## src/rtl/ring_pe_eject.sv

```systemverilog
// ring_pe_eject
// -----------------------------------------------------------------------------
// Ejection-side port of a gold-ring router node. Packets already routed to this
// node arrive on the clockwise (cw) and counter-clockwise (ccw) channels and are
// handed to the local processing element (PE). One packet is held per virtual
// channel (VC). The ring-wide polarity signal interleaves the two VCs: in each
// cycle VC[polarity] may be written and VC[~polarity] may be read.
//
// Packet format: [63] VC, [62] direction, [61:56] reserved, [55:48] hop,
//                [47:0] payload.
//
// Ports:
//   clk        in   1   single clock, rising edge
//   reset      in   1   synchronous, active-high
//   polarity   in   1   ring phase, toggles every cycle
//   cwsi       in   1   cw channel has a packet for this node
//   cwdi       in  64   cw packet
//   cwri       out  1   cw packet accepted this cycle
//   ccwsi      in   1   ccw channel has a packet for this node
//   ccwdi      in  64   ccw packet
//   ccwri      out  1   ccw packet accepted this cycle
//   peso       out  1   packet valid to PE
//   pedo       out 64   packet to PE (zero when peso=0)
//   pero       in   1   PE ready
//   err_hop    out  1   one-cycle pulse: non-zero-hop packet dropped
//   eject_cnt  out 16   packets delivered to PE, wraps
//
// Build option:
//   EJECT_HOP_CHECK_EN  when defined, a granted packet with non-zero hop is
//                       accepted but dropped and flagged on err_hop. When
//                       undefined every granted packet is stored and err_hop
//                       is tied low.
// -----------------------------------------------------------------------------
module ring_pe_eject (
  input  logic        clk,
  input  logic        reset,
  input  logic        polarity,
  input  logic        cwsi,
  input  logic [63:0] cwdi,
  output logic        cwri,
  input  logic        ccwsi,
  input  logic [63:0] ccwdi,
  output logic        ccwri,
  output logic        peso,
  output logic [63:0] pedo,
  input  logic        pero,
  output logic        err_hop,
  output logic [15:0] eject_cnt
);

  logic [1:0][63:0] pkt_buf_r;
  logic [1:0]       full_r;
  logic             rr_r;
  logic [15:0]      eject_cnt_r;

  logic             wr_idx_s;
  logic             rd_idx_s;
  logic             cw_elig_s;
  logic             ccw_elig_s;
  logic             contend_s;
  logic             cw_gnt_s;
  logic             ccw_gnt_s;
  logic             any_gnt_s;
  logic [63:0]      win_pkt_s;
  logic             store_s;
  logic             peso_s;
  logic [63:0]      pedo_s;
  logic             xfer_s;

  // Phase indices: write entry follows polarity, read entry is the other one,
  // so a single entry is never written and read in the same cycle.
  assign wr_idx_s = polarity;
  assign rd_idx_s = ~polarity;

  // Eligibility and round-robin grant; the only combinational input-to-output path.
  always_comb begin
    cw_elig_s  = 1'b0;
    ccw_elig_s = 1'b0;
    cw_gnt_s   = 1'b0;
    ccw_gnt_s  = 1'b0;
    if (reset) begin
      cw_elig_s  = 1'b0;
      ccw_elig_s = 1'b0;
    end else begin
      // A packet whose VC bit disagrees with the phase is never accepted.
      cw_elig_s  = cwsi  & (cwdi[63]  == polarity) & ~full_r[wr_idx_s];
      ccw_elig_s = ccwsi & (ccwdi[63] == polarity) & ~full_r[wr_idx_s];
    end
    // rr_r = 0 favours cw, rr_r = 1 favours ccw; it only matters under contention.
    cw_gnt_s  = cw_elig_s  & (~ccw_elig_s | ~rr_r);
    ccw_gnt_s = ccw_elig_s & (~cw_elig_s  |  rr_r);
  end

  assign contend_s = cw_elig_s & ccw_elig_s;
  assign any_gnt_s = cw_gnt_s | ccw_gnt_s;
  assign win_pkt_s = ccw_gnt_s ? ccwdi : cwdi;
  assign cwri      = cw_gnt_s;
  assign ccwri     = ccw_gnt_s;

`ifdef EJECT_HOP_CHECK_EN
  logic hop_bad_s;
  logic err_hop_r;

  assign hop_bad_s = any_gnt_s & (win_pkt_s[55:48] != 8'h00);
  assign store_s   = any_gnt_s & ~hop_bad_s;

  // One-cycle error pulse for a packet dropped because its hop count is non-zero.
  always_ff @(posedge clk) begin
    if (reset) begin
      err_hop_r <= 1'b0;
    end else begin
      err_hop_r <= hop_bad_s;
    end
  end

  assign err_hop = err_hop_r;
`else
  assign store_s = any_gnt_s;
  assign err_hop = 1'b0;
`endif

  // PE-side view of the entry whose read phase is current.
  always_comb begin
    peso_s = full_r[rd_idx_s];
    pedo_s = 64'h0000_0000_0000_0000;
    if (peso_s) begin
      pedo_s = pkt_buf_r[rd_idx_s];
    end else begin
      pedo_s = 64'h0000_0000_0000_0000;
    end
  end

  assign xfer_s = peso_s & pero;
  assign peso   = peso_s;
  assign pedo   = pedo_s;

  // Packet storage and occupancy: set on accept, clear on PE transfer.
  always_ff @(posedge clk) begin
    if (reset) begin
      pkt_buf_r[0] <= 64'h0000_0000_0000_0000;
      pkt_buf_r[1] <= 64'h0000_0000_0000_0000;
      full_r       <= 2'b00;
    end else begin
      if (store_s) begin
        pkt_buf_r[wr_idx_s] <= win_pkt_s;
        full_r[wr_idx_s]    <= 1'b1;
      end
      if (xfer_s) begin
        full_r[rd_idx_s] <= 1'b0;
      end
    end
  end

  // Round-robin pointer: after a contended grant, favour the side that lost.
  always_ff @(posedge clk) begin
    if (reset) begin
      rr_r <= 1'b0;
    end else if (contend_s) begin
      rr_r <= ~rr_r;
    end
  end

  // Delivered-packet counter, free-running wrap at 16 bits.
  always_ff @(posedge clk) begin
    if (reset) begin
      eject_cnt_r <= 16'h0000;
    end else if (xfer_s) begin
      eject_cnt_r <= eject_cnt_r + 16'h0001;
    end
  end

  assign eject_cnt = eject_cnt_r;

endmodule

```

## config.mk

```make
export PLATFORM = sky130hd
export DESIGN_NAME = ring_pe_eject
export DESIGN_NICKNAME = d
export VERILOG_FILES = /design/src/rtl/ring_pe_eject.sv
export SDC_FILE = /design/constraint.sdc
export NUM_CORES = 1
export LEC_CHECK = 0
export CAP_MARGIN = 10
export CORE_MARGIN = 2
export CORE_UTILIZATION = 43
export DETAILED_ROUTE_END_ITERATION = 10
export PLACE_DENSITY_LB_ADDON = 0.15
export SYNTH_ARGS = -nofsm -noshare
export SYNTH_HDL_FRONTEND = slang
export SYNTH_SLANG_ARGS = --single-unit
```

## constraint.sdc

```tcl
create_clock -name clk -period 2.17 [get_ports clk]
set_input_delay 0.434 -clock clk [delete_from_list [all_inputs] [get_ports clk]]
set_output_delay 0.434 -clock clk [all_outputs]
set_load 0.03 [all_outputs]
```

# Yosys cells after proc, flatten, opt, wreduce, memory -nomap -nowiden
# Index checks and enable logic that the tools add are counted.
totals:
  reg_bits: 147
  latchBits: 0
  out_inout_bits: 84
  mem_bits_ro: 0
  memories: 0
  ram_bits: 0
op_classes:
  shifts: 0
  mul: 0
  reduce_logical: 2
  mux: 20
  div: 0
  order_cmp: 4
  bitwise: 19
  eq_ne: 2
  add_sub_neg: 1
ops:
  columns: ["operator", "count"]
  rows:
  - ["two-way mux 64 bit", 5]
  - ["bitwise mux 128 bit", 1]
  - ["demux 64 bit (select 1 bit)", 1]
  - ["adder 16 x 1 -> 16 bit, second input constant", 1]
  - ["AND 1 bit", 8]
  - ["two-way mux 1 bit", 8]
  - ["two-way mux 2 bit", 3]
  - ["inverter 1 bit", 5]
  - ["< comparator 1 x 2 -> 1 bit, second input constant", 2]
  - ["bitwise OR 1 bit", 3]
  - ["AND 2 bit", 1]
  - ["demux 1 bit (select 1 bit)", 2]
  - ["== test 1 bit", 2]
  - [">= comparator 1 bit, second input constant", 2]
  - ["logical AND 1 bit", 2]
  - ["inverter 2 bit", 1]
  - ["bitwise OR 2 bit", 1]

# Depth between registers and ports, before layout
logic_depth:
  word_depth: 13
  ltp_mapped: 7

# Least setup slack after synthesis
# Ideal clock, no wire load.
synth_path:
  path_type: "input to output"
  startpoint: "input polarity"
  endpoint: "output pedo[0]"
  setup_slack_ns: -0.223
  n_path_buf: 3
  path_stages: 5
  arrival_ns: 1.959
  path_cell_list: "buf_4 clkbuf_1 buf_1 mux2i_1 nor2_1"
synth_between:
  elab_chain_len: 3
  elab_cells_between_ends: 5
synth_lines:
  columns: ["element", "line", "source"]
  rows:
  - ["start, declared", "37", "input logic polarity,"]
  - ["two-way mux 64 bit (not written as such) / two-way mux 1 bit (equally long branches) (2 in series)", "127, 124", null]
  - ["two-way mux 64 bit (*)", "126", "if (peso_s) begin"]
  - ["end, declared", "45", "output logic [63:0] pedo,"]
# Every way passes the cells marked *; elsewhere a longest branch is shown, timed or not. The select of a mux whose other input is x is not followed.

# Final worst setup path
layout_path:
  startpoint: "input cwsi"
  endpoint: "output ccwri"
layout_between:
  elab_chain_len: 6
layout_lines:
  columns: ["element", "line", "source"]
  rows:
  - ["start, declared", "38", "input logic cwsi,"]
  - ["AND 1 bit (2 in series)", "86", "cw_elig_s = cwsi & (cwdi[63] == polarity) & ~full_r[wr_idx_s];"]
  - ["two-way mux 1 bit", "81", "if (reset) begin"]
  - ["inverter 1 bit", "91", "ccw_gnt_s = ccw_elig_s & (~cw_elig_s | rr_r);"]
  - ["bitwise OR 1 bit", "91", null]
  - ["AND 1 bit", "91", null]
  - ["end, declared", "43", "output logic ccwri,"]
# Every way passes these cells.

==> run metrics <==
Post-synth EDFFs=0; Detail Route Antenna Nets=0; total clock buffers created by CTS=17; RD Place Congestion=0.806; final count of pins violating max slew=0; total global-route track usage=27.3%; TritonCTS clock tree=done; Synth Area per Inst=8.38 um^2; clk slew on worst S/H paths=0.05 ns; post-synthesis cell count=860; worst reg2reg setup slack=0.24 ns; shortest clock period the worst path allows after layout=2.13 ns; crit path DAT=1.70 ns; mux contribution to synthesized area=9.02%; biggest cell delay along the critical path=0.50 ns; post-route cell area=10,800 um^2; count of buffering cells on the critical path with inverters included=2; horizontal extent of the die=133 um; router iterations before antenna repair=5; final number of hold-violating endpoints=0; placement row count=47; proportion of layout cells with a drive suffix above 1=17.0%; measured slew at the worst slew-check pin=0.939 ns; number of distinct library cell variants in the gate-level netlist after synthesis=38; Critical Path RT=1.74 ns; #FFs+latches synth=147; number of fill cells=1,459; wire length of the first global-routing pass=39,200 um; class of the tightest hold or removal check=reg2reg; maximum vdd drop=566 uV; post-synthesis compound-gate area fraction=21.8%; cell with the most instances after synthesis=sky130_fd_sc_hd__dfxtp_1; share of synthesized cell area in full adder, half adder and majority cells=0.174%; Detailed Route Iter0 Violations=559; number of clock sinks=147; static leakage=3.77 nW; multi-input gate area in the final layout=3930 um^2; cell-by-cell trace of the critical path=clkdlybuf4s50_1 > nor2b_1 > and2_2 > nor2_4 > buf_12; share of the synthesized area in the top cell type=40.8%; root cell of the clock tree=sky130_fd_sc_hd__clkbuf_16; Worst Reg2Reg Path Length in Cells=7; die footprint=17,800 um^2; startpoint of the worst-slack reg-to-reg timing path=full_r[1]$_SDFF_PP0_; number of max-cap violations=0; height of the die=133 um; Mapped Area=7210 um^2; final cycle utilization of the critical path=98.3%; clock latency on the worst-skew pair=0.42 ns; Worst R2R End=eject_cnt[9]$_SDFFE_PP0P_; wire length per cell=18.9 um; core area=16,500 um^2; startpoint of the most critical hold path=pkt_buf_r[63]$_SDFFE_PP0P_; number of global-route vias before repair=7,700; area post-placement=10,100 um^2; Seq/Total Area, Yosys=40.8%; cell family with the largest share of critical-path delay=buffers and inverters; number of H-tree branching levels=4; gr ovfl total=0; pin count of the biggest net entering global routing=89; fraction of synthesized cell area in xor and xnor cells=1.09%; Routed Wire Length=24,700 um; simple-gate area share of the yosys netlist=21.3%; Worst Setup Start Kind=primary input; most area-consuming cells after synthesis=sky130_fd_sc_hd__dfxtp_1, sky130_fd_sc_hd__a311oi_1, sky130_fd_sc_hd__nor3_1; worst hold path depth=1; clock tree buffer depth=2; Worst Setup End Kind=output port; nets in the synthesized netlist=995; run status=finished clean; critical setup path kind=in2out; Area Overhead vs Synth=49.4%; antenna violations before repair=1; setup-violating endpoint count in the final report=0; max_slew headroom=37.4%; power density relative to cell area=645 nW/um^2; cell taking the most area after synthesis=sky130_fd_sc_hd__dfxtp_1; number of warnings printed during yosys synthesis=0; cell with the largest stage delay on the worst path=sky130_fd_sc_hd__clkdlybuf4s50_1; Total Nets Final=1,208; most frequent cells after synthesis=sky130_fd_sc_hd__dfxtp_1, sky130_fd_sc_hd__nor3_1, sky130_fd_sc_hd__a311oi_1; share of flip-flops with an asynchronous set or reset=0%; largest family of logic cells by synthesized area=compound AO/OA/AOI/OAI gates; routed vias=7,865; count of port buffers added during placement=216; register cell area after layout=2950 um^2; Worst Path Max Fanout=4; PnR Total Power=6.94 mW; estimated wirelength of the detail-placed design=15,900 um; achievable clock frequency=469 MHz; initial core utilization=43.8%; final clock skew=0.00667 ns; number of vias per cell=6.01; total I/O pin count=218; most used flip-flop cell after synthesis=sky130_fd_sc_hd__dfxtp_1; Hold Path Sink=pkt_buf_r[63]$_SDFFE_PP0P_; remaining routing DRC violations=0
[kinds of logic (layout without fill, tap and decap cells)]
| kind of cell | after synthesis | count (layout) |
|---|---|---|
| multiplexers | 65 | 65 |
| other | 1 | 3 |
| adder cells (fa/ha/maj) | 1 | 1 |
| AO/OA/AOI/OAI | 214 | 214 |
| buffers and inverters | 105 | 331 |
| XOR/XNOR | 9 | 9 |
| flip-flops | 147 | 147 |
| AND/OR/NAND/NOR | 318 | 318 |
[layer usage]
metal | share of wire (%) | vias up | global-route usage (%)
li1 | - | 3729 | -
met1 | 43 | 3754 | 35.7
met2 | 48 | 346 | 44.7
met3 | 7.2 | 36 | 6.28
met4 | 2.0 | 0 | 8.98
met5 | 0 | - | 0
[worst max path at each step]
stage / startpoint / to / slack, ns / depth (start not counted)
floorplan: polarity / pedo[11] / -0.0008 / 5
global placement: ccwdi[63] / pkt_buf_r[16]$_SDFFE_PP0P_ / -0.23 / 6
detailed placement: ccwdi[63] / pkt_buf_r[79]$_SDFFE_PP0P_ / -0.24 / 7
CTS: ccwdi[63] / ccwri / -0.02 / 5
global route: cwsi / ccwri / -0.008 / 5
finish: cwsi / ccwri / 0.04 / 5
[repair_timing]
action / CTS / global route
resized for setup: 86 / 7
setup endpoints to repair: 44 / 34
hold buffers: 0 / 0
pin swaps: 0 / 2
hold endpoints to repair: 0 / 0
buffers inserted: 0 / 2
gates cloned: 0 / 1
[layout by cell type, fill, tap and decap left out, types with 24 or more instances in the layout]
master,netlist,final
sky130_fd_sc_hd__mux2i_1,65,64
sky130_fd_sc_hd__nor2_1,76,71
sky130_fd_sc_hd__buf_12,0,24
sky130_fd_sc_hd__clkdlybuf4s50_1,0,145
sky130_fd_sc_hd__dfxtp_1,147,145
sky130_fd_sc_hd__nand3_1,69,69
sky130_fd_sc_hd__buf_4,2,89
sky130_fd_sc_hd__nor3_1,131,129
sky130_fd_sc_hd__a311oi_1,127,127
sky130_fd_sc_hd__o21ai_0,67,67
[final cells by class]
class / count / area share, %
multi-input combinational: 608 / 36.5
timing repair buffer: 295 / 27.9
sequential: 147 / 27.4
clock buffer: 20 / 4.33
tap: 220 / 2.56
clock inverter: 12 / 1.20
inverter: 4 / 0.139
antenna: 2 / 0.0465
[through the flow]
step                      hold slack, ns  utilization (%)  std cells  setup WS (ns)  TNS [ns]
final                              0.473             65.4       1308         0.0373         0
after CTS                          0.475             65.0       1303        -0.0175   -0.0175
after global routing               0.497             65.4       1307       -0.00764  -0.00764
after floorplan                    0.448                -        860      -0.000830   -0.0299
after detailed placement           0.468             61.2       1271         -0.242    -26.31
after global placement             0.464             61.2       1271         -0.230    -24.66
[power by group]
group	total (mW)	switching, mW	leakage (nW)	internal (mW)
Sequential	2.89	0.0624	1.20	2.82
Clock	2.94	1.15	0.288	1.78
Combinational	1.12	0.558	2.29	0.566
[state kept, by name (all words and copies together), names as in the netlist]
signal,flops
rr_r,1
pkt_buf_r,128
eject_cnt,16
full_r,2
Note: power is estimated with default switching activity, not from simulation.
